==> src/rtl/fetch_unit.sv <==
// -----------------------------------------------------------------------------
// fetch_unit
//
// Instruction fetch stage: owns the program counter, issues one request at a
// time to instruction memory, captures the returned word and hands it to
// decode over a valid/ready transfer. A redirect from a later stage retargets
// the PC and squashes whatever is in flight or being presented.
//
// Ports
//   clk             pipeline clock, rising edge
//   rst_n           synchronous active-low reset
//   imem_req        request valid to instruction memory (registered)
//   imem_addr       word-aligned fetch address (registered)
//   imem_gnt        memory accepts the request this cycle
//   imem_rvalid     read data valid, one per issued request
//   imem_rdata      returned instruction word
//   redirect_valid  flush and restart fetch at redirect_pc
//   redirect_pc     new fetch target (low two bits ignored)
//   instruction     instruction presented to decode (registered)
//   pc              address of the presented instruction (registered)
//   valid           instruction/pc valid (registered)
//   ready           decode accepts; transfer = valid && ready
// -----------------------------------------------------------------------------
module fetch_unit #(
  parameter int unsigned                DATA_WIDTH = 32,
  parameter logic [DATA_WIDTH-1:0]      RESET_PC   = '0
) (
  input  logic                  clk,
  input  logic                  rst_n,
  output logic                  imem_req,
  output logic [DATA_WIDTH-1:0] imem_addr,
  input  logic                  imem_gnt,
  input  logic                  imem_rvalid,
  input  logic [DATA_WIDTH-1:0] imem_rdata,
  input  logic                  redirect_valid,
  input  logic [DATA_WIDTH-1:0] redirect_pc,
  output logic [DATA_WIDTH-1:0] instruction,
  output logic [DATA_WIDTH-1:0] pc,
  output logic                  valid,
  input  logic                  ready
);

  typedef enum logic [1:0] {
    FETCH = 2'd0,
    WAIT  = 2'd1,
    OUT   = 2'd2
  } state_e;

  state_e                state_q,    state_d;
  logic [DATA_WIDTH-1:0] fetch_pc_q, fetch_pc_d;
  logic                  drop_q,     drop_d;
  logic                  imem_req_q, imem_req_d;
  logic [DATA_WIDTH-1:0] imem_addr_q, imem_addr_d;
  logic [DATA_WIDTH-1:0] instr_q,    instr_d;
  logic [DATA_WIDTH-1:0] pc_q,       pc_d;
  logic                  valid_q,    valid_d;

  logic                  issue;
  logic                  stale_pending;
  logic [DATA_WIDTH-1:0] redirect_target;

  // Fetch addresses are word aligned; masking keeps every input bit in use.
  assign redirect_target = redirect_pc & ~DATA_WIDTH'(3);

  // A request is only on the bus when the registered req is high, so the
  // first FETCH cycle after reset (req still 0) cannot issue.
  assign issue = imem_req_q && imem_gnt;

  // A response is still owed by memory if we were waiting, already dropping,
  // or issuing right now -- unless it is arriving this very cycle.
  assign stale_pending = (drop_q || (state_q == WAIT) || issue) && !imem_rvalid;

  // NOTE: every variable driven here gets a default first so that no path
  // leaves it unassigned; otherwise synthesis would infer a latch.
  always_comb begin
    state_d    = state_q;
    fetch_pc_d = fetch_pc_q;
    drop_d     = drop_q;
    instr_d    = instr_q;
    pc_d       = pc_q;
    valid_d    = valid_q;

    unique case (state_q)
      FETCH: begin
        // A late response to a request cut off by reset retires the drop.
        if (drop_q && imem_rvalid) begin
          drop_d = 1'b0;
        end
        if (issue) begin
          state_d = WAIT;
          // The request just issued targets the old PC: mark its data stale.
          if (redirect_valid) begin
            drop_d = 1'b1;
          end
        end
        if (redirect_valid) begin
          fetch_pc_d = redirect_target;
        end
      end

      WAIT: begin
        if (imem_rvalid) begin
          if (drop_q || redirect_valid) begin
            drop_d  = 1'b0;
            state_d = FETCH;
          end else begin
            instr_d    = imem_rdata;
            pc_d       = fetch_pc_q;
            valid_d    = 1'b1;
            fetch_pc_d = fetch_pc_q + DATA_WIDTH'(4);
            state_d    = OUT;
          end
          if (redirect_valid) begin
            fetch_pc_d = redirect_target;
          end
        end else if (redirect_valid) begin
          drop_d     = 1'b1;
          fetch_pc_d = redirect_target;
        end
      end

      OUT: begin
        // A transfer coinciding with a redirect still completes; decode is
        // responsible for squashing that instruction.
        if (ready || redirect_valid) begin
          valid_d = 1'b0;
          state_d = FETCH;
        end
        if (redirect_valid) begin
          fetch_pc_d = redirect_target;
        end
      end

      default: begin
        state_d = FETCH;
      end
    endcase

    // Memory outputs are registered from next state, so they line up with
    // the state they belong to. Fetch is held off while a stale response is
    // still owed, keeping at most one request outstanding.
    imem_req_d  = (state_d == FETCH) && !drop_d;
    imem_addr_d = fetch_pc_d;
  end

  // NOTE: state registers use non-blocking assignments so every flop samples
  // the pre-edge values, independent of process ordering.
  always_ff @(posedge clk) begin
    if (!rst_n) begin
      state_q     <= FETCH;
      fetch_pc_q  <= RESET_PC;
      drop_q      <= stale_pending;
      imem_req_q  <= 1'b0;
      imem_addr_q <= '0;
      instr_q     <= '0;
      pc_q        <= '0;
      valid_q     <= 1'b0;
    end else begin
      state_q     <= state_d;
      fetch_pc_q  <= fetch_pc_d;
      drop_q      <= drop_d;
      imem_req_q  <= imem_req_d;
      imem_addr_q <= imem_addr_d;
      instr_q     <= instr_d;
      pc_q        <= pc_d;
      valid_q     <= valid_d;
    end
  end

  assign imem_req    = imem_req_q;
  assign imem_addr   = imem_addr_q;
  assign instruction = instr_q;
  assign pc          = pc_q;
  assign valid       = valid_q;

  // Read data is only expected while waiting, or as the retiring response of
  // a request that reset cut off.
  a_rvalid_when_waiting: assert property (
    @(posedge clk) disable iff (!rst_n)
      imem_rvalid |-> ((state_q == WAIT) || drop_q)
  );

  // A presented instruction is only withdrawn by transfer, redirect or reset.
  a_valid_stable: assert property (
    @(posedge clk) disable iff (!rst_n)
      (valid_q && !ready && !redirect_valid) |=> valid_q
  );

endmodule
==> config.mk <==
export PLATFORM = sky130hd
export DESIGN_NAME = fetch_unit
export DESIGN_NICKNAME = d
export VERILOG_FILES = /design/src/rtl/fetch_unit.sv
export SDC_FILE = /design/constraint.sdc
export NUM_CORES = 1
export LEC_CHECK = 0
export CORE_ASPECT_RATIO = 1.4
export CORE_MARGIN = 4
export CORE_UTILIZATION = 49
export CTS_BUF_LIST = sky130_fd_sc_hd__clkbuf_16
export CTS_CLUSTER_DIAMETER = 30
export DETAILED_ROUTE_END_ITERATION = 8
export PLACE_DENSITY = 0.89
export SYNTH_ARGS = -nofsm -noshare
export SYNTH_HDL_FRONTEND = slang
export SYNTH_SLANG_ARGS = --single-unit
==> constraint.sdc <==
create_clock -name clk -period 4 [get_ports clk]
set_input_delay 0.8 -clock clk [delete_from_list [all_inputs] [get_ports clk]]
set_output_delay 0.8 -clock clk [all_outputs]
set_load 0.01 [all_outputs]
==> impl_metrics.yaml <==
cells_and_area:
  antenna_diode_instance_count: 0
  finish.instance_area_sq_um: 6750
  synthToLayoutAreaGrowth_pct: 42.0
  final.fill_count: 738
  nNetsFinal: 816
  final_core_util: 0.713
  post_route_cells_drive_above_1_share: 0.0560
sta:
  final-hold-violation-count: 0
  setup_violations: 0
  worst_pin_slew_ns: 0.868
  clock-skew-final_ns: 0.00657
  slew_headroom: 0.418
  setup_tns_ns: 0
  fmax_mhz: 347
  rsz_0062_raised_after_global_routing: "false"
  layout_min_cycle_time_ns: 2.88
  drv_slew: 0
  timing.final.crit_share: 0.720
logic_synthesis:
  synthesis.area_per_instance_sq_um: 7.81
  synth_async_sr_flop_share: 0
  synth.distinct_cells: 66
  mappedNetlistNets: 680
  synth_seq_area_share: 0.425
  synth-warning-count: 0
  synth.ff_latch_count: 101
  dominantRegCellSynth: "sky130_fd_sc_hd__dfxtp_1"
  share_of_the_synthesized_area_in_the_top_cell_type: 0.425
  postSynthCellCount: 609
  yosysTopAreaCell: "sky130_fd_sc_hd__dfxtp_1"
  synthesis.area_sq_um: 4750
  yosys-top-cells-area: "sky130_fd_sc_hd__dfxtp_1 (43%), sky130_fd_sc_hd__nand2_1 (12%), sky130_fd_sc_hd__a21oi_1 (7.7%)"
  synth-edff-count: 0
job:
  number_of_maximum_capacitance_violations: 0
worst_setup_path:
  criticalPathCategory: "input port to flop"
  timing.critical_path.slowest_cell_delay_ns: 0.75
  timing.critical_path.slowest_stage_cell: "sky130_fd_sc_hd__clkdlybuf4s50_1"
  crit_chain: "clkdlybuf4s50_1 > nand4bb_1 > nor2_4 > buf_4 > nand2_1 > a21oi_1"
  cp.required_ns: 4.27
  timing.critical_path.fanout_max: 18
  r2r_end: "pc[28]$_SDFFE_PN0P_"
  worst-r2r-cell-count: 5
  crit_path_end_kind: "flop"
  crit_start: "imem_rvalid"
  crit_arrival_ns: 3.15
  worst_setup_path_start_kind: "input port"
  reg2reg_from: "state_q[0]$_SDFF_PN0_"
  endpoint: "pc[28]$_SDFFE_PN0P_"
  worst-r2r-setup-slack_ns: 1.57
power:
  p_sw_w: 0.000560
  power.total_w: 0.00236
  leakage_nw: 2.29
  fraction_of_power_spent_switching_nets: 0.238
  power.internal_w: 0.00180
  pwr_density_cell_nw_per_um2: 349
  ir_drop_mv: 0.229
  power.share.sequential: 0.462
  clock_group_share_of_total_power: 0.420
  p_comb_frac: 0.118
die:
  die_w_um: 91.2
  core_area_sq_um: 9460
  ios: 168
  rows: 42
  design.die.area_sq_um: 11400
  die_height_um: 125
  starting_utilization_of_the_core_area: 0.503
place:
  detailed_place.area_sq_um: 6410
  place.port_buffers: 165
  routabilityCongestion: 0.926
  detailedPlacementHpwl_um: 11000
routing:
  num_vias: 5306
  starting_drt_drc_count: 485
  first_pass_iters: 5
  vias_per_cell: 6.17
  post-route-drc-count: 0
  wl_um: 15700
  wl_per_cell_um: 18.3
  number_of_antenna_violating_nets_in_the_routed_design: 0
cts:
  clock_sink_count: 101
  clockBufferDepth: 2
  cts-buffers-inserted: 9
  worstSkewPairLatency_ns: 0.34
  tritoncts_clock_tree: "yes"
  cts_resized: 0
  cts-htree-levels: 3
  cts_setup_buffers: 0
  cts.reportedPaths.clkPinSlew_ns: 0.07
  clock-root-buffer: "sky130_fd_sc_hd__clkbuf_16"
  holdBufCountCts: 0
global_route:
  grt_max_degree: 67
  grt_pass1_wl_um: 25200
  antenna_found_initial: 0
  grtUsageTotal: 0.267
  overflow: 0
  grt_pass1_vias: 5218
run_status:
  outcome: "finished clean"
hold_path:
  hold_path.class: "flop to flop"
==> power groups by stage <==
stage	logic, W	registers [W]	clock network (W)
after global routing	0.000298	0.00109	0.00103
final	0.000279	0.00109	0.000990
after detailed placement	0.000275	0.00111	0
after floorplan	0.000125	0.00110	0
after CTS	0.000277	0.00109	0.000998
after global placement	0.000267	0.00111	0
==> flip-flops by register name, indices dropped and copies added (netlist names) <==
name,cells
imem_req,1
state_q,2
drop_q,1
valid,1
imem_addr,32
pc,32
instruction,32
==> metal layers <==
| metal | routed length, um | track usage | share of wire |
|---|---|---|---|
| met1 | 5810 | 0.304 | 0.37 |
| met2 | 8070 | 0.480 | 0.51 |
| met3 | 1270 | 0.0363 | 0.081 |
| met4 | 573 | 0.137 | 0.036 |
| met5 | 0 | 0 | 0 |
==> cells in the mapped netlist (3+ instances only) <==
| library cell | n |
|---|---|
| sky130_fd_sc_hd__a21oi_1 | 73 |
| sky130_fd_sc_hd__nand2b_1 | 4 |
| sky130_fd_sc_hd__and3b_1 | 3 |
| sky130_fd_sc_hd__and4_1 | 8 |
| sky130_fd_sc_hd__buf_2 | 23 |
| sky130_fd_sc_hd__a211oi_1 | 8 |
| sky130_fd_sc_hd__or3_1 | 3 |
| sky130_fd_sc_hd__nand3_1 | 11 |
| sky130_fd_sc_hd__a32oi_1 | 3 |
| sky130_fd_sc_hd__o211ai_1 | 5 |
| sky130_fd_sc_hd__and2_1 | 7 |
| sky130_fd_sc_hd__mux2_2 | 6 |
| sky130_fd_sc_hd__nand4_1 | 16 |
| sky130_fd_sc_hd__o21ai_0 | 21 |
| sky130_fd_sc_hd__a31oi_1 | 9 |
| sky130_fd_sc_hd__and3_1 | 11 |
| sky130_fd_sc_hd__a311oi_1 | 6 |
| sky130_fd_sc_hd__a222oi_1 | 3 |
| sky130_fd_sc_hd__a41o_1 | 3 |
| sky130_fd_sc_hd__o221ai_1 | 4 |
| sky130_fd_sc_hd__inv_1 | 7 |
| sky130_fd_sc_hd__a22oi_1 | 5 |
| sky130_fd_sc_hd__nor2_1 | 17 |
| sky130_fd_sc_hd__clkbuf_1 | 23 |
| sky130_fd_sc_hd__nor3_1 | 14 |
| sky130_fd_sc_hd__dfxtp_1 | 101 |
| sky130_fd_sc_hd__nor4_1 | 5 |
| sky130_fd_sc_hd__nand2_1 | 158 |
==> worst min-delay path by stage <==
stage                           startpoint                          end  slack, ns  cells after the start
2_1_floorplan  instruction[0]$_SDFFE_PN0P_  instruction[0]$_SDFFE_PN0P_       0.48                      2
3_3_place_gp   instruction[7]$_SDFFE_PN0P_  instruction[7]$_SDFFE_PN0P_       0.44                      2
3_5_place_dp            pc[3]$_SDFFE_PN0P_           pc[3]$_SDFFE_PN0P_       0.45                      2
4_1_cts                pc[25]$_SDFFE_PN0P_          pc[25]$_SDFFE_PN0P_       0.46                      2
5_1_grt                pc[20]$_SDFFE_PN0P_          pc[20]$_SDFFE_PN0P_       0.48                      2
6_report       instruction[5]$_SDFFE_PN0P_  instruction[5]$_SDFFE_PN0P_       0.46                      2
==> area by class of cell <==
class | count | area (sq um) | share of cell area
clock inverter | 7 | 114 | 0.0169
tap | 110 | 138 | 0.0204
clock buffer | 9 | 225 | 0.0334
multi-input combinational | 451 | 2480 | 0.368
sequential | 101 | 2020 | 0.300
timing repair buffer | 175 | 1740 | 0.258
inverter | 7 | 26.3 | 0.00389
==> worst max-delay path, delay by kind of cell <==
family	cells	cell delay (ns)
AOI/OAI and AO/OA	1	0.16
buffers and inverters	2	1.07
and+or+nand+nor	3	1.11
==> through the flow <==
stage                     hold WS, ns  cells  setup WS [ns]
after CTS                       0.456    860           1.18
after floorplan                 0.481    609           2.04
final                           0.456    860           1.12
after global routing            0.481    860          0.898
after global placement          0.442    844          0.888
after detailed placement        0.446    844          0.836
==> kinds of logic (layout without fill, tap and decap cells) <==
| family | Yosys count | count (layout) | share of synthesized area |
|---|---|---|---|
| AO/OA/AOI/OAI | 172 | 172 | 0.233 |
| adder cells (fa/ha/maj) | 1 | 1 | 0.00263 |
| flip-flops | 101 | 101 | 0.425 |
| AND/OR/NAND/NOR | 270 | 270 | 0.267 |
| multiplexers | 8 | 8 | 0.0184 |
| buffers and inverters | 57 | 198 | 0.0529 |
==> cell usage in the layout, fill, tap and decap left out, types with 5 or more instances in the layout <==
master and n:
sky130_fd_sc_hd__a211oi_1 8, sky130_fd_sc_hd__a21oi_1 73, sky130_fd_sc_hd__a22oi_1 5, sky130_fd_sc_hd__a311oi_1 6, sky130_fd_sc_hd__a31oi_1 9, sky130_fd_sc_hd__and2_1 7, sky130_fd_sc_hd__and3_1 11, sky130_fd_sc_hd__and4_1 8
sky130_fd_sc_hd__buf_4 9, sky130_fd_sc_hd__clkbuf_16 9, sky130_fd_sc_hd__clkdlybuf4s50_1 165, sky130_fd_sc_hd__dfxtp_1 101, sky130_fd_sc_hd__inv_1 7, sky130_fd_sc_hd__mux2_2 6, sky130_fd_sc_hd__nand2_1 158, sky130_fd_sc_hd__nand3_1 11
sky130_fd_sc_hd__nand4_1 16, sky130_fd_sc_hd__nor2_1 17, sky130_fd_sc_hd__nor3_1 14, sky130_fd_sc_hd__nor4_1 5, sky130_fd_sc_hd__o211ai_1 5, sky130_fd_sc_hd__o21ai_0 21
(Power assumes the default switching activity.)
